===== config.mk =====
export PLATFORM = sky130hd
export DESIGN_NAME = jt49_mix_seq
export DESIGN_NICKNAME = d
export VERILOG_FILES = /design/src/rtl/jt49_mix_seq.sv
export SDC_FILE = /design/constraint.sdc
export NUM_CORES = 1
export LEC_CHECK = 0
export BUFFER_PORTS_ARGS = -buffer_cell sky130_fd_sc_hd__buf_2
export CORE_MARGIN = 4
export CORE_UTILIZATION = 45
export CTS_CLUSTER_SIZE = 16
export DETAILED_ROUTE_END_ITERATION = 8
export HOLD_SLACK_MARGIN = 0.15
export MAX_ROUTING_LAYER = met4
export PLACE_DENSITY_LB_ADDON = 0.2
export SLEW_MARGIN = 5
export SYNTH_ARGS = -nofsm -noshare
export SYNTH_HDL_FRONTEND = slang
export SYNTH_SLANG_ARGS = --single-unit

===== constraint.sdc =====
create_clock -name clk -period 6.85 [get_ports clk]
set_input_delay 1.37 -clock clk [delete_from_list [all_inputs] [get_ports clk]]
set_output_delay 1.37 -clock clk [all_outputs]
set_load 0.005 [all_outputs]

===== src/rtl/jt49_mix_seq.sv =====
`default_nettype none
// +--------------------------------------------------------------------------+
// | jt49_mix_seq : time-multiplexed tone/noise mixer and amplitude stage     |
// |                producing per-channel 5-bit levels and a summed sample.   |
// | Revision     : 1.0                                                       |
// +--------------------------------------------------------------------------+
module jt49_mix_seq #(
  parameter int FIXED_LSB = 0,
  parameter int SUM_W     = 7
) (
  input  logic             clk,
  input  logic             rst_n,
  input  logic             cen,
  input  logic [2:0]       tone,
  input  logic             noise,
  input  logic [5:0]       mix,
  input  logic [4:0]       amp_a,
  input  logic [4:0]       amp_b,
  input  logic [4:0]       amp_c,
  input  logic [4:0]       env,
  output logic [4:0]       vol_a,
  output logic [4:0]       vol_b,
  output logic [4:0]       vol_c,
  output logic [SUM_W-1:0] sum,
  output logic             sample
);

  typedef enum logic [1:0] {
    PH_A   = 2'd0,
    PH_B   = 2'd1,
    PH_C   = 2'd2,
    PH_BAD = 2'd3
  } phase_t;

  phase_t           phase_q, phase_d;
  logic [SUM_W-1:0] acc_q, acc_d;
  logic [SUM_W-1:0] sum_q, sum_d;
  logic [4:0]       vol_a_q, vol_a_d;
  logic [4:0]       vol_b_q, vol_b_d;
  logic [4:0]       vol_c_q, vol_c_d;
  logic             sample_q, sample_d;

  logic [4:0]       amp_sel;
  logic             tone_bit;
  logic             tone_dis;
  logic             noise_dis;
  logic [4:0]       fixed_lvl;
  logic [4:0]       src_lvl;
  logic             gate;
  logic [4:0]       lvl;
  logic [SUM_W-1:0] lvl_ext;

  // Shared datapath: route the active channel's controls into one mixer.
  always_comb begin
    amp_sel   = amp_a;
    tone_bit  = tone[0];
    tone_dis  = mix[0];
    noise_dis = mix[3];
    case (phase_q)
      PH_B: begin
        amp_sel   = amp_b;
        tone_bit  = tone[1];
        tone_dis  = mix[1];
        noise_dis = mix[4];
      end
      PH_C: begin
        amp_sel   = amp_c;
        tone_bit  = tone[2];
        tone_dis  = mix[2];
        noise_dis = mix[5];
      end
      default: ;
    endcase

    fixed_lvl = {amp_sel[3:0], (FIXED_LSB != 0) ? 1'b1 : (|amp_sel[3:0])};
    src_lvl   = amp_sel[4] ? env : fixed_lvl;
    gate      = (tone_bit | tone_dis) & (noise | noise_dis);
    lvl       = gate ? src_lvl : 5'd0;
    lvl_ext   = {{(SUM_W-5){1'b0}}, lvl};
  end

  always_comb begin
    phase_d  = phase_q;
    acc_d    = acc_q;
    sum_d    = sum_q;
    vol_a_d  = vol_a_q;
    vol_b_d  = vol_b_q;
    vol_c_d  = vol_c_q;
    sample_d = 1'b0;
    if (cen) begin
      case (phase_q)
        PH_A: begin
          vol_a_d = lvl;
          acc_d   = lvl_ext;
          phase_d = PH_B;
        end
        PH_B: begin
          vol_b_d = lvl;
          acc_d   = acc_q + lvl_ext;
          phase_d = PH_C;
        end
        PH_C: begin
          vol_c_d  = lvl;
          sum_d    = acc_q + lvl_ext;
          sample_d = 1'b1;
          phase_d  = PH_A;
        end
        default: phase_d = PH_A;
      endcase
    end
  end

  always_ff @(posedge clk or negedge rst_n) begin
    if (!rst_n) begin
      phase_q  <= PH_A;
      acc_q    <= '0;
      sum_q    <= '0;
      vol_a_q  <= 5'd0;
      vol_b_q  <= 5'd0;
      vol_c_q  <= 5'd0;
      sample_q <= 1'b0;
    end else begin
      phase_q  <= phase_d;
      acc_q    <= acc_d;
      sum_q    <= sum_d;
      vol_a_q  <= vol_a_d;
      vol_b_q  <= vol_b_d;
      vol_c_q  <= vol_c_d;
      sample_q <= sample_d;
    end
  end

  assign vol_a  = vol_a_q;
  assign vol_b  = vol_b_q;
  assign vol_c  = vol_c_q;
  assign sum    = sum_q;
  assign sample = sample_q;

endmodule
`default_nettype wire


==> metrics.yaml, run 1 <==
power:
  total_power_mw: 1.05
  ir_worst_vdd_mv: 0.254
  p_leak_nw: 1.09
  powerDensity_nw_per_um2: 477
sta:
  period_share_pct: 56.1
  fin_crit_ns: 3.84
  drv_slew: 0
  worst_pin_slew_ns: 0.760
  rsz0062_at_grt: "false"
  fin_worst_skew_ns: 0.00319
  max_slew_margin_pct: 49.3
  report.final.hold_viol_count: 0
  fmax_ghz: 0.260
  fin_setup_tns_ns: 0
  finalSetupViolCount: 0
routing:
  drt_iter0_drc: 104
  route.detailed.drc: 0
  dr.pass1.iters: 4
  routed_wl_um: 4120
  wl_per_cell_um: 14.4
  vias_per_cell: 5.41
  route.vias.total: 1546
  ant_nets: 0
cts:
  cts.sink_count: 32
  cts_hold_buffers: 0
  numCtsBuffers: 5
  cts_resized: 0
  post-cts-setup-buffers: 0
  clockBufferDepth: 2
  root_buffer: "clkbuf_8"
  clk_latency_ns: 0.28
  htreeDepth: 2
  clk_pin_slew_worst_paths_ns: 0.06
  cts_tree: "built"
logic_synthesis:
  synth_top_area_share_pct: 44.3
  synthMostInstantiatedCell: "dfrtp_1"
  ys.warnings.count: 0
  synth_edf_count: 0
  ys_ff_latch: 32
  avgSynthCellArea_um2: 9.93
  synthMuxAreaShare_pct: 7.20
  ys_seq_area_share_pct: 44.3
  synth_fa_ha_area_share_pct: 7.34
  synth.top_cells.by_count: "32 x dfrtp_1, 22 x nand2_1, 15 x o31ai_1"
  synthXorXnorAreaFrac_pct: 0.969
  synthSimpleGateAreaFrac_pct: 11.2
  synth_top_family_by_area: "compound AO/OA/AOI/OAI gates"
  synth_area_leaders: "dfrtp_1 44%, ha_1 6.2%, o31ai_1 6.2%"
  synth_compound_gate_area_share_pct: 24.6
  synth_top_area_cell: "dfrtp_1"
  ys_types: 40
  synthArstFlopShare_pct: 100
  synthCells: 182
  synth_ff_type: "dfrtp_1"
  netlist_area_um2: 1810
  synth_fp_nets: 225
worst_setup_path:
  critPathTopFamily: "compound AO/OA/AOI/OAI gates"
  crit_fanout: 21
  path_buf_inv: 3
  crit_required_ns: 7.02
  slowest_stage: "ha_1"
  end_kind: "flip-flop"
  crit_path_start_kind: "flip-flop"
  cpPeakStageDelay_ns: 0.67
  path_cells: "inv_1, ha_1, o21ai_0, a22oi_1, a21oi_1, buf_4, a21oi_2, ha_1, inv_1, fa_1, nor2b_1, o21ai_0, a21oi_1, o31ai_1, o22a_1"
  critPathKind: "flip-flop to flip-flop"
  crit_arrival_ns: 4.01
floorplanning:
  row_count: 22
  die_area_um2: 5100
  core_region_area_um2: 3770
  initial_core_util_pct: 47.9
  die_h_um: 71.4
  die_w_um: 71.4
  num_io_pins: 56
global_routing:
  grt_max_degree: 33
  overflow: 0
  grt_pass1_vias: 1556
  track_usage_pct: 18.0
  antenna_found_initial: 0
  grt_pass1_wl_um: 7110
final_layout:
  n_fill_cell: 342
  syn_to_final_growth_pct: 21.6
  nNetsFinal: 280
  n_antenna_cell: 0
  layout.cells.non_filler: 286
  drive_gt1_share_pct: 30.7
hold_path:
  hold_class: "flip-flop to flip-flop"
placement:
  port_buffers: 55
  place_hpwl_um: 3110
  placed_cells_incl_taps: 278
  place_congestion: 0.841
status:
  status: "finished clean"
job:
  maxCapViolations: 0
## final timing paths
path                                              to                    from  cells past startpoint  slack [ns]
min in group asynchronous       vol_a[4]$_DFFE_PN0P_                   rst_n                      1        1.13
max in group asynchronous       acc_q[0]$_DFFE_PN0P_                   rst_n                      1        5.26
worst max-delay path            acc_q[4]$_DFFE_PN0P_  phase_q[1]$_DFFE_PN0P_                     15        3.01
worst min register to register  vol_c[4]$_DFFE_PN0P_    vol_c[4]$_DFFE_PN0P_                      2        0.47
worst max register to register  acc_q[4]$_DFFE_PN0P_  phase_q[1]$_DFFE_PN0P_                     15        3.01
worst min-delay path            vol_c[4]$_DFFE_PN0P_    vol_c[4]$_DFFE_PN0P_                      2        0.47
## per-layer routing
metal	share of wire [%]	track usage, %
met1	47	22.6
met4	0.53	6.47
met3	5.1	4.77
met5	0	-
met2	48	28.1
## kinds of logic after synthesis
logic type / Yosys count
AO/OA/AOI/OAI: 62
AND/OR/NAND/NOR: 47
flip-flops: 32
buffers and inverters: 18
multiplexers: 11
adder cells (fa/ha/maj): 10
XOR/XNOR: 2
## layout make-up
| type | count | area [µm²] | share of cell area [%] |
|---|---|---|---|
| clock buffer | 8 | 90.1 | 4.10 |
| inverter | 10 | 37.5 | 1.71 |
| multi-input combinational | 132 | 927 | 42.2 |
| sequential | 32 | 801 | 36.4 |
| tap | 48 | 60.1 | 2.73 |
| timing repair buffer | 56 | 283 | 12.9 |
## report_power, final
group	internal [mW]	switching [mW]	leakage, nW	total (mW)
combinational	0.246	0.340	0.634	0.587
sequential	0.270	0.0462	0.412	0.316
clock	0.0818	0.0637	0.0455	0.145
## worst min-delay path, stage by stage (launching register included)
cell and delay (ns):
dfrtp_1 0.33, nand2_1 0.05, o31ai_1 0.05
## layout by cell type (no fill, tap or decap), drive strengths merged, types with 5 or more instances in the layout
| master | synthesis | routed |
|---|---|---|
| o21ai | 10 | 10 |
| mux2i | 5 | 5 |
| o31ai | 15 | 15 |
| mux2 | 6 | 6 |
| nor2 | 14 | 14 |
| ha | 9 | 9 |
| dfrtp | 32 | 32 |
| clkbuf | 5 | 8 |
| a22oi | 5 | 5 |
| buf | 3 | 56 |
| nand2 | 22 | 22 |
| inv | 10 | 10 |
| a21oi | 11 | 11 |
## registers in the layout (all words and copies together) (netlist names)
| register | cells |
|---|---|
| acc_q | 7 |
| phase_q | 2 |
| sample | 1 |
| sum | 7 |
| vol_a | 5 |
| vol_b | 5 |
| vol_c | 5 |
## through the flow
step | hold WS [ns] | setup slack, ns | util, % | instance area [µm²]
floorplan | 0.470 | 3.21 | - | 1810
global placement | 0.456 | 2.89 | 55.9 | 2110
detailed placement | 0.460 | 2.82 | 55.9 | 2110
CTS | 0.474 | 3.03 | 58.3 | 2200
global route | 0.488 | 2.69 | 58.3 | 2200
finish | 0.466 | 3.01 | 58.3 | 2200
No activity file was read; power rests on OpenSTA's default activity.
==> run 2: changes to the inputs <==
--- a/config.mk
+++ b/config.mk
@@ -5,6 +5,7 @@
 export SDC_FILE = /design/constraint.sdc
 export NUM_CORES = 1
 export LEC_CHECK = 0
+export ABC_AREA = 1
 export BUFFER_PORTS_ARGS = -buffer_cell sky130_fd_sc_hd__buf_2
 export CORE_MARGIN = 4
 export CORE_UTILIZATION = 45
==> constraint.sdc (replaced) <==
create_clock -name clk -period 3.53 [get_ports clk]
set_input_delay 0.706 -clock clk [delete_from_list [all_inputs] [get_ports clk]]
set_output_delay 0.706 -clock clk [all_outputs]
set_load 0.005 [all_outputs]
==> metrics.yaml, run 2 <==
cts:
  root_buffer: "clkbuf_8"
  cts_hold_buffers: 0
  post-cts-setup-buffers: 0
  htreeDepth: 2
  clk_pin_slew_worst_paths_ns: 0.07
  clk_latency_ns: 0.29
  cts.sink_count: 32
  numCtsBuffers: 5
  clockBufferDepth: 2
  cts_resized: 0
  cts_tree: "built"
job:
  maxCapViolations: 0
routing:
  dr.pass1.iters: 4
  ant_nets: 0
  drt_iter0_drc: 96
  wl_per_cell_um: 11.9
  routed_wl_um: 4080
  vias_per_cell: 4.85
  route.vias.total: 1669
  route.detailed.drc: 0
logic_synthesis:
  ys.warnings.count: 0
  ys_types: 28
  synth_edf_count: 0
  synth_top_area_share_pct: 42.4
  ys_seq_area_share_pct: 42.4
  synthCells: 234
  synth_top_area_cell: "dfrtp_1"
  netlist_area_um2: 1890
  synthArstFlopShare_pct: 100
  synth_fp_nets: 277
  synthMostInstantiatedCell: "nand2_1"
  synth_area_leaders: "dfrtp_1 42%, nand2_1 19%, ha_1 6.0%"
  synth.top_cells.by_count: "95 x nand2_1, 32 x dfrtp_1, 16 x inv_1"
  avgSynthCellArea_um2: 8.06
  ys_ff_latch: 32
  synth_ff_type: "dfrtp_1"
placement:
  place_congestion: 0.836
  dpl-instance-area_um2: 2200
  place_hpwl_um: 3200
  port_buffers: 55
global_routing:
  track_usage_pct: 18.0
  overflow: 0
  grt_max_degree: 33
  antenna_found_initial: 0
  grt_pass1_vias: 1597
  grt_pass1_wl_um: 7220
power:
  p_leak_nw: 1.30
  internal_power_mw: 1.20
  power_frac_seq_pct: 26.7
  ir_worst_vdd_mv: 0.529
  powerDensity_nw_per_um2: 953
  clockPowerShare_pct: 16.0
  p_sw_mw: 1.00
  p_comb_share_pct: 57.4
  p_sw_share_pct: 45.5
sta:
  fmax_ghz: 0.325
  rsz0062_at_grt: "false"
  fin_setup_tns_ns: 0
  drv_slew: 0
  fin_crit_ns: 3.08
  period_share_pct: 87.3
  report.final.hold_viol_count: 0
  fin_worst_skew_ns: 0.00772
  finalSetupViolCount: 0
  worst_pin_slew_ns: 0.718
  max_slew_margin_pct: 52.1
final_layout:
  multi_input_area_um2: 982
  drive_gt1_share_pct: 32.0
  seqCellArea_um2: 801
  nNetsFinal: 336
  final_common_cell: "nand2_1"
  final_cell_area_um2: 2310
  mostFrequentLayoutCells: "95 x nand2_1, 55 x buf_2, 32 x dfrtp_1"
  n_antenna_cell: 0
  syn_to_final_growth_pct: 22.5
  n_fill_cell: 405
floorplanning:
  die_area_um2: 5290
  initial_core_util_pct: 46.8
  die_h_um: 72.8
  row_count: 23
  die_w_um: 72.8
  num_io_pins: 56
  core_region_area_um2: 4030
worst_setup_path:
  crit_required_ns: 3.71
  crit_path_start_kind: "flip-flop"
  critPathKind: "flip-flop to flip-flop"
  crit_arrival_ns: 3.26
  rrSetupSlack_ns: 0.45
  end_kind: "flip-flop"
  crit_fanout: 13
status:
  status: "finished clean"
hold_path:
  hold_class: "primary input to asynchronous set/reset pin"
==> run 2: cell count changes after synthesis, moves of 5 or more <==
| cell | delta |
|---|---|
| clkbuf_1 | -5 |
| o21ai_2 | +8 |
| nand2_2 | +6 |
| o31ai_1 | -15 |
| nand2_1 | +73 |
| mux2_2 | -6 |
| inv_1 | +6 |
| nor2_1 | -11 |
| o21ai_0 | +6 |
| nand3_1 | +10 |
==> run 2: per-stage QoR <==
step	hold WS, ns	setup WS [ns]	total power, mW	util (%)	instances
after CTS	0.481	0.444	2.23	57.4	344
after global routing	0.490	0.136	2.43	57.4	344
after detailed placement	0.460	0.449	1.87	54.6	336
final	0.468	0.449	2.20	57.4	344
after global placement	0.457	0.528	1.84	54.6	336
after floorplan	0.410	0.775	1.55	-	234
==> run 2: area by class of cell <==
| cell class | instances | area share (%) |
|---|---|---|
| Multi-Input combinational cell | 179 | 42.5 |
| Sequential cell | 32 | 34.7 |
| Inverter | 19 | 3.09 |
| Timing Repair Buffer | 56 | 12.2 |
| Tap cell | 50 | 2.71 |
| Clock buffer | 5 | 2.98 |
| Clock inverter | 3 | 1.84 |
==> run 2: critical path, cell delays in order (launching register included) <==
cell	delay [ns]
dfrtp_1	0.38
inv_1	0.08
ha_1	0.44
or2_1	0.32
nand2_4	0.13
nor2_1	0.08
nor2_4	0.12
nand2_4	0.08
inv_1	0.06
ha_1	0.17
inv_1	0.06
fa_1	0.38
nand3b_1	0.17
nand2_1	0.11
a21oi_1	0.09
nor2_1	0.09
nand2_1	0.07
nand3_1	0.09
nand2_1	0.05
==> run 2: final timing paths <==
kind                                         from                    to  cells past startpoint
max                        phase_q[0]$_DFFE_PN0P_    sum[6]$_DFFE_PN0P_                     18
min                                         rst_n    sum[3]$_DFFE_PN0P_                      1
max reg2reg                phase_q[0]$_DFFE_PN0P_    sum[6]$_DFFE_PN0P_                     18
min reg2reg                  vol_c[3]$_DFFE_PN0P_  vol_c[3]$_DFFE_PN0P_                      2
max in group asynchronous                   rst_n  vol_a[4]$_DFFE_PN0P_                      1
min in group clk             vol_c[3]$_DFFE_PN0P_  vol_c[3]$_DFFE_PN0P_                      2
==> run 2: cell families after synthesis <==
kind of cell,count (synthesis),share of synthesized area [%]
flip-flops,32,42.4
buffers and inverters,23,5.50
AO/OA/AOI/OAI,31,10.1
XOR/XNOR,3,1.39
AND/OR/NAND/NOR,135,33.6
adder cells (fa/ha/maj),10,7.03
==> run 2: layer usage <==
metal  share of wire, %  routed length (µm)  track usage [%]  up-vias
met3                6.1                 248             4.13        5
li1                   -                   -                -      866
met4                1.7                  70             6.15        0
met5                  0                   0                -        -
met2                 45                1830             27.9       55
met1                 47                1940             23.3      743
==> run 2: power groups by stage <==
stage          Combinational (mW)  Clock, mW  Sequential, mW
5_1_grt                      1.45      0.373           0.607
2_1_floorplan               0.950          0           0.600
4_1_cts                      1.28      0.360           0.589
3_3_place_gp                 1.25          0           0.590
6_report                     1.26      0.352           0.587
3_5_place_dp                 1.27          0           0.595
==> run 3: changes to the inputs <==
--- a/config.mk
+++ b/config.mk
@@ -12,7 +12,6 @@
 export CTS_CLUSTER_SIZE = 16
 export DETAILED_ROUTE_END_ITERATION = 8
 export HOLD_SLACK_MARGIN = 0.15
-export MAX_ROUTING_LAYER = met4
 export PLACE_DENSITY_LB_ADDON = 0.2
 export SLEW_MARGIN = 5
 export SYNTH_ARGS = -nofsm -noshare
==> metrics.yaml, run 3 (same netlist as run 2, synthesis figures left out) <==
status:
  status: "finished clean"
worst_setup_path:
  critPathKind: "flip-flop to flip-flop"
  path_cells: "inv_1, ha_1, or2_1, nand2_4, nor2_1, nor2_4, nand2_4, inv_1, ha_1, inv_1, fa_1, nand3b_1, nand2_1, a21oi_1, nor2_1, nand2_1, nand3_1, nand2_1"
  crit_path_start_kind: "flip-flop"
  crit_required_ns: 3.71
  path_buf_inv: 3
  slowest_stage: "ha_1"
  end_kind: "flip-flop"
  critPathTopFamily: "simple AND/OR/NAND/NOR gates"
  crit_arrival_ns: 3.27
  crit_fanout: 13
  cpPeakStageDelay_ns: 0.44
cts:
  root_buffer: "clkbuf_8"
  clk_latency_ns: 0.29
  htreeDepth: 2
  post-cts-setup-buffers: 0
  clk_pin_slew_worst_paths_ns: 0.07
  cts_hold_buffers: 0
  numCtsBuffers: 5
  cts.sink_count: 32
  cts_tree: "built"
  clockBufferDepth: 2
  cts_resized: 0
final_layout:
  syn_to_final_growth_pct: 22.5
  layout.cells.non_filler: 344
  n_antenna_cell: 0
  mostFrequentLayoutCells: "95 x nand2_1, 55 x buf_2, 32 x dfrtp_1"
  n_fill_cell: 405
  final_util_pct: 57.4
  drive_gt1_share_pct: 32.0
  nNetsFinal: 336
  final_common_cell: "nand2_1"
global_routing:
  met3_usage_pct: 5.65
  track_usage_pct: 17.5
  antenna_found_initial: 0
  grt_max_degree: 33
  grt_pass1_vias: 1597
  grt_pass1_wl_um: 7220
  busiest_layer: "met2"
  grt.met1_usage_pct: 22.3
  overflow: 0
  use_met2_pct: 27.9
placement:
  place_congestion: 0.823
  port_buffers: 55
  placed_cells_incl_taps: 336
  place_ws_ns: 0.449
  place_hpwl_um: 3200
routing:
  routed_wl_um: 4080
  route.vias.total: 1662
  ant_nets: 0
  route.detailed.drc: 0
  dr.pass1.iters: 4
  wl_per_cell_um: 11.9
  drt_iter0_drc: 96
  vias_per_cell: 4.83
power:
  p_leak_nw: 1.30
  p_comb_share_pct: 57.4
  power_frac_seq_pct: 26.7
  internal_power_mw: 1.20
  p_sw_share_pct: 45.5
  clockPowerShare_pct: 16.0
  powerDensity_nw_per_um2: 953
  ir_worst_vdd_mv: 0.529
  p_sw_mw: 1.00
sta:
  fmax_ghz: 0.324
  fin_setup_tns_ns: 0
  finalSetupViolCount: 0
  max_slew_margin_pct: 52.1
  worst_pin_slew_ns: 0.719
  fin_crit_ns: 3.08
  report.final.hold_viol_count: 0
  fin_worst_skew_ns: 0.00768
  rsz0062_at_grt: "false"
  drv_slew: 0
  period_share_pct: 87.3
  fin_ws_ns: 0.447
floorplanning:
  core_region_area_um2: 4030
  die_w_um: 72.8
  row_count: 23
  die_area_um2: 5290
  die_h_um: 72.8
  num_io_pins: 56
  initial_core_util_pct: 46.8
job:
  maxCapViolations: 0
hold_path:
  hold_class: "primary input to asynchronous set/reset pin"
-- run 3: through the flow --
stage / instance area [µm²] / hold WS, ns / power, mW
after CTS: 2310 / 0.481 / 2.23
after global routing: 2310 / 0.490 / 2.43
final: 2310 / 0.468 / 2.20
after global placement: 2200 / 0.457 / 1.84
after detailed placement: 2200 / 0.460 / 1.87
after floorplan: 1890 / 0.410 / 1.55
-- run 3: path summary, 6_finish.rpt --
kind / startpoint / end / slack, ns / cells past startpoint
worst min-delay path: rst_n / sum[3]$_DFFE_PN0P_ / 0.47 / 1
worst max-delay path: phase_q[0]$_DFFE_PN0P_ / sum[6]$_DFFE_PN0P_ / 0.45 / 18
max in group asynchronous: rst_n / vol_a[4]$_DFFE_PN0P_ / 2.60 / 1
min in group clk: vol_c[3]$_DFFE_PN0P_ / vol_c[3]$_DFFE_PN0P_ / 0.47 / 2
worst max register to register: phase_q[0]$_DFFE_PN0P_ / sum[6]$_DFFE_PN0P_ / 0.45 / 18
worst min register to register: vol_c[3]$_DFFE_PN0P_ / vol_c[3]$_DFFE_PN0P_ / 0.47 / 2
-- run 3: area by class of cell --
| type | instances | area (µm²) | area share (%) |
|---|---|---|---|
| multi-input cells | 179 | 982 | 42.5 |
| flip-flops and latches | 32 | 801 | 34.7 |
| repair buffers | 56 | 283 | 12.2 |
| inverters | 19 | 71.3 | 3.09 |
| clock buffers | 5 | 68.8 | 2.98 |
| well taps | 50 | 62.6 | 2.71 |
| clock inverters | 3 | 42.5 | 1.84 |
-- run 3: power groups by stage --
stage          combinational, mW  clock, mW  sequential, mW
2_1_floorplan              0.950          0           0.600
3_3_place_gp                1.25          0           0.590
3_5_place_dp                1.27          0           0.595
4_1_cts                     1.28      0.360           0.589
5_1_grt                     1.45      0.373           0.607
6_report                    1.26      0.352           0.588
-- run 3: layer usage --
layer / share of wire, % / wire, µm
met1: 46 / 1870
met2: 45 / 1840
met3: 7.4 / 303
met4: 1.7 / 70
met5: 0 / 0
